## config.mk

```make
export PLATFORM = sky130hd
export DESIGN_NAME = mips_mc_seq
export DESIGN_NICKNAME = d
export VERILOG_FILES = /design/src/rtl/mips_mc_seq.sv
export SDC_FILE = /design/constraint.sdc
export NUM_CORES = 1
export LEC_CHECK = 0
export CAP_MARGIN = 20
export CORE_MARGIN = 3
export CORE_UTILIZATION = 35
export CTS_CLUSTER_SIZE = 14
export DETAILED_ROUTE_END_ITERATION = 12
export SYNTH_ARGS = -nofsm -noshare
export SYNTH_HDL_FRONTEND = slang
export SYNTH_SLANG_ARGS = --single-unit
```

## constraint.sdc

```tcl
create_clock -name clk -period 2.6 [get_ports clk]
set_clock_uncertainty 0.2 [all_clocks]
set_input_delay 0.39 -clock clk [delete_from_list [all_inputs] [get_ports clk]]
set_output_delay 0.39 -clock clk [all_outputs]
set_load 0.01 [all_outputs]
```

## src/rtl/mips_mc_seq.sv

```systemverilog
// Multicycle control sequencer for the Tiny MIPS datapath: walks each instruction
// through fetch/decode/exec/mem/writeback and issues the per-register enables.
module mips_mc_seq #(
  parameter int unsigned MEM_TIMEOUT = 15
) (
  input  logic        clk,
  input  logic        rst,
  input  logic        run,
  input  logic        dec_wreg,
  input  logic        dec_wmem,
  input  logic        dec_m2reg,
  input  logic [1:0]  dec_pcsrc,
  input  logic        dec_illegal,
  input  logic        br_taken,
  output logic        imem_req,
  input  logic        imem_ack,
  output logic        dmem_req,
  output logic        dmem_we,
  input  logic        dmem_ack,
  output logic        ir_we,
  output logic        alu_en,
  output logic        mdr_we,
  output logic        rf_we,
  output logic        pc_we,
  output logic [1:0]  pc_sel,
  output logic        busy,
  output logic        err,
  output logic [2:0]  state,
  output logic [31:0] instret
);

  typedef enum logic [2:0] {
    S_IDLE   = 3'd0,
    S_FETCH  = 3'd1,
    S_DECODE = 3'd2,
    S_EXEC   = 3'd3,
    S_MEM    = 3'd4,
    S_WB     = 3'd5,
    S_HALT   = 3'd6
  } state_t;

  localparam logic [7:0] TIMEOUT = 8'(MEM_TIMEOUT);

  state_t      r_state;
  state_t      w_next;
  logic [7:0]  r_wait;
  logic        r_err;
  logic [31:0] r_instret;
  logic        w_commit;
  logic        w_set_err;
  logic        w_wait_hit;
  logic        w_stall;

  // A not-taken conditional branch falls through to PC+4.
  function automatic logic [1:0] f_pc_sel(input logic [1:0] src, input logic taken);
    if (src == 2'b01 && !taken) begin
      return 2'b00;
    end
    return src;
  endfunction

  assign w_wait_hit = (r_wait == TIMEOUT);
  assign w_stall    = (imem_req && !imem_ack) || (dmem_req && !dmem_ack);

  always_comb begin
    w_next    = r_state;
    w_commit  = 1'b0;
    w_set_err = 1'b0;
    imem_req  = 1'b0;
    dmem_req  = 1'b0;
    dmem_we   = 1'b0;
    ir_we     = 1'b0;
    alu_en    = 1'b0;
    mdr_we    = 1'b0;
    rf_we     = 1'b0;
    pc_we     = 1'b0;
    pc_sel    = 2'b00;

    case (r_state)
      S_IDLE: begin
        if (run) begin
          w_next = S_FETCH;
        end
      end
      S_FETCH: begin
        imem_req = 1'b1;
        if (imem_ack) begin
          ir_we  = 1'b1;
          w_next = S_DECODE;
        end else if (w_wait_hit) begin
          w_set_err = 1'b1;
          w_next    = S_HALT;
        end
      end
      S_DECODE: begin
        if (dec_illegal) begin
          w_set_err = 1'b1;
          w_next    = S_HALT;
        end else begin
          w_next = S_EXEC;
        end
      end
      S_EXEC: begin
        alu_en = 1'b1;
        if (dec_wmem || dec_m2reg) begin
          w_next = S_MEM;
        end else if (dec_wreg) begin
          w_next = S_WB;
        end else begin
          w_commit = 1'b1;
        end
      end
      S_MEM: begin
        dmem_req = 1'b1;
        dmem_we  = dec_wmem;
        if (dmem_ack) begin
          if (dec_m2reg) begin
            mdr_we = 1'b1;
            w_next = S_WB;
          end else begin
            w_commit = 1'b1;
          end
        end else if (w_wait_hit) begin
          w_set_err = 1'b1;
          w_next    = S_HALT;
        end
      end
      S_WB: begin
        rf_we    = 1'b1;
        w_commit = 1'b1;
      end
      S_HALT: begin
        w_next = S_HALT;
      end
      default: begin
        w_next = S_IDLE;
      end
    endcase

    // Retirement: one PC update, then straight back to fetch unless run was withdrawn.
    if (w_commit) begin
      pc_we  = 1'b1;
      pc_sel = f_pc_sel(dec_pcsrc, br_taken);
      w_next = run ? S_FETCH : S_IDLE;
    end
  end

  always_ff @(posedge clk) begin
    if (rst) begin
      r_state   <= S_IDLE;
      r_wait    <= 8'd0;
      r_err     <= 1'b0;
      r_instret <= 32'd0;
    end else begin
      r_state <= w_next;
      if (w_next != r_state) begin
        r_wait <= 8'd0;
      end else if (w_stall) begin
        r_wait <= r_wait + 8'd1;
      end
      if (w_set_err) begin
        r_err <= 1'b1;
      end
      if (w_commit) begin
        r_instret <= r_instret + 32'd1;
      end
    end
  end

  assign state   = r_state;
  assign busy    = (r_state != S_IDLE) && (r_state != S_HALT);
  assign err     = r_err;
  assign instret = r_instret;

endmodule

```

---- After elaboration in Yosys (flattened, before gate mapping) ----
Cells that the tools add are included.
cells by class
  add/sub/neg operators ................... 2
  equality and inequality tests ........... 10
  multiplexer cells ....................... 37
  reductions and logical operators ........ 12
operators by type and width
  cell                   number
  $add 32x1->32 const B  1
  $mux 3                 9
  $mux 1                 22
  $pmux 3 s7             1
  $eq 3x3->1 const B     3
  $add 8x1->8 const B    1
  $eq 8x4->1 const B     1
  $eq 3x2->1 const B     2
  $mux 2                 3
  $pmux 1 s3             2
  $logic_and 1x1->1      4
  $eq 3x1->1 const B     1
  $logic_not 1->1        3
  $logic_not 3->1        1
  $ne 3x3->1             1
  $ne 3x3->1 const B     1
  $reduce_bool 3->1      1
  $eq 2x1->1 const B     1
  $logic_or 1x1->1       2
  $reduce_or 2->1        1
word-level totals
  flip-flop bits (word level) ............. 44
  output and inout bits ................... 47
  word-level logic and storage cells ...... 65

---- Logic depth before layout (Yosys ltp) ----
  depth after elaboration ................. 7
  depth in mapped cells ................... 8
  mapped depth without buffers ............ 6

---- Worst setup path before layout ----
No wires, ideal clock.
  path kind ............................... register to register
  from .................................... register r_instret[14], in the netlist instret[14]
  to ...................................... register r_instret[28], in the netlist instret[28]
  arrival ................................. 2.259 ns
  data required time ...................... 2.279 ns
  slack ................................... 0.020 ns
  cell stages (with the launch flop) ...... 8
  path buffers ............................ 2
  period minus slack after synthesis ...... 2.580 ns
  path through ............................ dfxtp_1 nand4_2 or3_1 buf_2 or4_1 clkbuf_2 nor4_1 mux2_2
on the way
  cells in the longest elaborated chain, start to end .. 1
RTL lines
  item                      RTL line  text
  start: declaration        48        logic [31:0] r_instret;
  start signal: assignment  165       r_instret <= r_instret + 32'd1;
  $add 32x1->32             165
Every way passes these cells.
A chain may end at the register's enable or synchronous reset.

---- Worst setup path after layout ----
  from .................................... input port dec_m2reg
  to ...................................... register r_instret[24], in the netlist instret[24]
on the way
  cells in the longest elaborated chain, start to end .. 3
  elaborated cells on any way between the ends .. 5
  classes of those cells .................. 4 x mux; 1 x reduce/logical
RTL lines
  item                                        RTL line  text
  start: declaration                          11        input logic dec_m2reg,
  $mux 1 or $logic_or 1x1->1 (tied branches)  117, 105
  $mux 1, on equally long branches            116, 105
  $pmux 1 s3 *                                79        case (r_state)
Mark *: on every way between the ends. The rest lies on a longest branch, timed or not.

==> run summary <==
The critical path launch point is dec_m2reg. The sequential-to-total area share from yosys stat was 38.6%; the synthesized net count was 299. Capture instance of the worst register-to-register path: instret[28]. The number of clock buffers inserted by TritonCTS came out at 5.

Of the total synthesized cell area, the portion taken by XOR and XNOR cells is 4.99%. The setup check on the worst reg-to-reg path leaves a slack of 170 ps. Dividing total power by cell area gives a power density of 444 nW/um2. The tools report the root cell of the clock tree as sky130_fd_sc_hd__clkbuf_8. Highest net fanout along the worst path: 12. The post-synthesis async set-or-reset flop share is 0%, and the I/O pin total is 59. In the routed design, unresolved DRC markers number 0. In this run, synthesis inferred 0 flip-flops with an integrated enable. The number of warning messages in the yosys log was 0; the max-capacitance violation count was 0. STA puts the critical path data arrival time at 2470 ps.

After legalization and detailed placement, the total HPWL measured 4.34 mm. The actual slew at the worst max-slew pin is 415 ps, and the placer's final routability congestion estimate is 0.790. After technology mapping, the gate count stands at 285. TritonCTS built the clock tree. The cell area after synthesis came out at 2280 um2. The count of standard-cell rows came out at 28.

The cell count after placement is 438, and the global routing usage on met1 is 23.3%. The final count of hold timing violations was 0. The wire length of the first global-routing pass was 10.5 mm; the mean number of vias per cell was 5.33.

The number of antenna diodes in the final layout is 0. The worst pin sits at a relative slew slack of 72.0%. The run finished with clean final reports. Setup repair after global routing left no endpoint under its margin. Multiplexer share of the synthesized area: 1.42%. The logs give 2590 ps for the worst endpoint required time and 120 for the number of DRC markers after the initial detailed-route iteration. After filler insertion, the fill cell instance count of the layout stands at 561. Initial antenna violation count: 0. Of the total synthesized cell area, the portion taken by AND, OR, NAND and NOR gates is 29.1%.

The number of buffers added on ports was 58; the hold buffer count at cts was 0. The clock drives 44 sinks. The floorplan step defined a die boundary enclosing 7530 um2.

Most used routing layer: met2. In this run the horizontal extent of the chip is 86.8 um. Number of register bits inferred by synthesis: 44. The logs give 37 for the largest net degree at the start of global routing and 2,389 for the detailed-route via count. The maximum level of the CTS H-tree is 2, and the highest clock rate is 404 MHz.

Setup violations remaining at the end of the flow were counted as 0. The clock reaches the later pin of the worst-skew pair after 300 ps. In the synthesized netlist the dominant register cell turns out to be sky130_fd_sc_hd__dfxtp_1. Measured along the y axis, the die boundary spans 86.8 um. The number of buffers between clock root and the deepest sink was 2. After synthesis, the largest family of logic cells by area is simple AND/OR/NAND/NOR gates.

The depth of the worst register-to-register path was 5. After the last flow step, the layout net total stands at 386. The final layout contains routed wiring with a total length of 5.95 mm. Compared with the post-synthesis result, the final layout area differs by 45.4%. The worst path uses 95.3% of the clock period.

The launching element type of the critical path was a primary input. The worst ir drop on vdd came out at 0.000209 V. The final routed wire length divided by cell count was 13.3 um. STA classifies the critical path endpoint as a flop. The logs give 2,265 for the via count of the first global-routing pass and 4 for the count of TritonRoute iterations in the first routing pass. Global routing finished with a remaining overflow of 0. The count of pins over their slew limit is 0, and the minimum clock period after layout is 2480 ps.

In this run the critical register-to-register path is launched from instret[19]. The starting density of the core was 37.2%; the count of cell types in the netlist was 44. The kind of critical path was in2reg. The core region is 6130 um2. The average cell area after synthesis came out at 8.01 um2. Global routing consumed, on the met2 layer, 26.5% of the routing resources. The synthesized netlist devotes 19.9% of its cell area to compound gates. On the final layout, the worst hold slack is 293 ps. Leaving out filler cells and counting taps, the final layout contains 448.

The met3 global-route usage was 4.09%. Across every metal layer, demand over resource in global routing totals 16.8%. Following the worst setup path forward leads to its endpoint at instret[24]. In this run the worst hold path is classified as reg2reg. In this run the remaining antenna-violating nets after routing total 0.

The run gives 0.00116 uW as the leakage dissipation. The synthesized netlist devotes 1.10% of its cell area to adder and majority cells. The clock input transition at the sequential cells of the worst setup and hold paths came out at 90 ps.

The post-route netlist has 15.3% of its cells at a drive strength greater than 1.
## worst min-delay path by stage
stage / startpoint / endpoint / depth (start not counted) / slack (ps)
finish: instret[31] / instret[31] / 2 / 290
global route: instret[12] / instret[12] / 2 / 320
CTS: instret[31] / instret[31] / 2 / 290
detailed placement: instret[31] / instret[31] / 2 / 280
global placement: instret[31] / instret[31] / 2 / 270
floorplan: r_wait[1] / r_wait[1] / 2 / 280
## cell usage after synthesis (2+ instances only)
library cell	instances	share of area, %
sky130_fd_sc_hd__clkbuf_1	13	2.1
sky130_fd_sc_hd__o211ai_1	3	0.99
sky130_fd_sc_hd__mux2_2	2	0.99
sky130_fd_sc_hd__nor4_1	3	0.82
sky130_fd_sc_hd__nand4_1	6	1.6
sky130_fd_sc_hd__or4_1	12	3.9
sky130_fd_sc_hd__or3_1	14	3.8
sky130_fd_sc_hd__nor2_1	25	4.1
sky130_fd_sc_hd__nand3_1	10	2.2
sky130_fd_sc_hd__or2_2	2	0.55
sky130_fd_sc_hd__a21oi_1	27	5.9
sky130_fd_sc_hd__o2111ai_1	2	0.77
sky130_fd_sc_hd__nor4b_1	2	0.77
sky130_fd_sc_hd__dfxtp_1	44	39
sky130_fd_sc_hd__nor2b_1	5	1.4
sky130_fd_sc_hd__o21ai_0	17	3.7
sky130_fd_sc_hd__nor3b_1	2	0.66
sky130_fd_sc_hd__inv_1	13	2.1
sky130_fd_sc_hd__o21a_1	3	0.99
sky130_fd_sc_hd__ha_1	2	1.1
sky130_fd_sc_hd__o31ai_1	12	3.9
sky130_fd_sc_hd__and2_1	8	2.2
sky130_fd_sc_hd__and3_1	5	1.4
sky130_fd_sc_hd__xor2_1	9	3.5
sky130_fd_sc_hd__a31oi_1	3	0.82
sky130_fd_sc_hd__a211oi_1	2	0.66
sky130_fd_sc_hd__nand2_1	17	2.8
sky130_fd_sc_hd__xnor2_1	4	1.5
sky130_fd_sc_hd__nand2b_1	3	0.82
## flip-flops by register name (all words and copies together), names as in the netlist
signal	count
instret	32
r_wait	8
state	3
err	1
## report_power, final
group	total, uW	switching [uW]	internal, uW	leakage (uW)
logic	204	99.4	104	0.000739
clock network	582	243	339	0.0000645
registers	688	7.43	681	0.000355
## layout make-up
cell class / count / area, um2 / area share (%)
flip-flops and latches: 44 / 881 / 26.5
inverters: 13 / 48.8 / 1.47
clock inverters: 1 / 30.0 / 0.904
well taps: 75 / 93.8 / 2.83
multi-input cells: 212 / 1310 / 39.5
repair buffers: 96 / 858 / 25.8
clock buffers: 7 / 96.3 / 2.90
## logic make-up (layout without fill, tap and decap cells)
group	count (synthesis)	count (layout)
buffers and inverters	29	117
adders and majority gates	2	2
DFF	44	44
xor gates and xnor gates	13	13
AOI/OAI and AO/OA	75	75
muxes	3	3
and+or+nand+nor	119	119
## critical path, stage by stage
cell,delay [ps]
sky130_fd_sc_hd__clkdlybuf4s50_1,440
sky130_fd_sc_hd__buf_4,160
sky130_fd_sc_hd__nor2b_1,190
sky130_fd_sc_hd__buf_4,150
sky130_fd_sc_hd__o21a_1,180
sky130_fd_sc_hd__o211ai_1,100
sky130_fd_sc_hd__buf_4,190
sky130_fd_sc_hd__nor4_1,280
sky130_fd_sc_hd__mux2_2,370
## placed cells by master, fill, tap and decap left out, types with 6 or more instances in the layout
master / netlist / routed
sky130_fd_sc_hd__a21oi_1: 27 / 27
sky130_fd_sc_hd__and2_1: 8 / 8
sky130_fd_sc_hd__buf_4: 0 / 38
sky130_fd_sc_hd__clkbuf_8: 0 / 7
sky130_fd_sc_hd__clkdlybuf4s50_1: 0 / 55
sky130_fd_sc_hd__dfxtp_1: 44 / 44
sky130_fd_sc_hd__inv_1: 13 / 13
sky130_fd_sc_hd__nand2_1: 17 / 17
sky130_fd_sc_hd__nand3_1: 10 / 10
sky130_fd_sc_hd__nand4_1: 6 / 6
sky130_fd_sc_hd__nor2_1: 25 / 25
sky130_fd_sc_hd__o21ai_0: 17 / 16
sky130_fd_sc_hd__o31ai_1: 12 / 12
sky130_fd_sc_hd__or3_1: 14 / 14
sky130_fd_sc_hd__or4_1: 12 / 11
sky130_fd_sc_hd__xor2_1: 9 / 9
## per-layer routing
metal	vias to the layer above	part of all wire (%)
li1	1208	-
met1	1106	48
met2	67	45
met3	8	6.3
met4	0	1.3
met5	-	0
## metrics by stage
stage | total power, uW | area, um2 | TNS (ps) | utilization [%] | worst slack (ps)
2_1_floorplan | 797 | 2280 | 0 | - | 19.9
3_3_place_gp | 903 | 3170 | -1280 | 51.6 | -139
3_5_place_dp | 903 | 3170 | -1840 | 51.6 | -179
4_1_cts | 1490 | 3310 | 0 | 54.0 | 14.3
5_1_grt | 1540 | 3320 | 0 | 54.2 | 16.0
6_report | 1470 | 3320 | 0 | 54.2 | 122
## what timing repair did
action / in CTS / in global routing
pin swaps: 1 / 0
endpoints found under the setup margin: 3 / 6
buffers inserted: 2 / 0
gates resized for setup: 5 / 6
No activity file was read; power rests on OpenSTA's default activity.
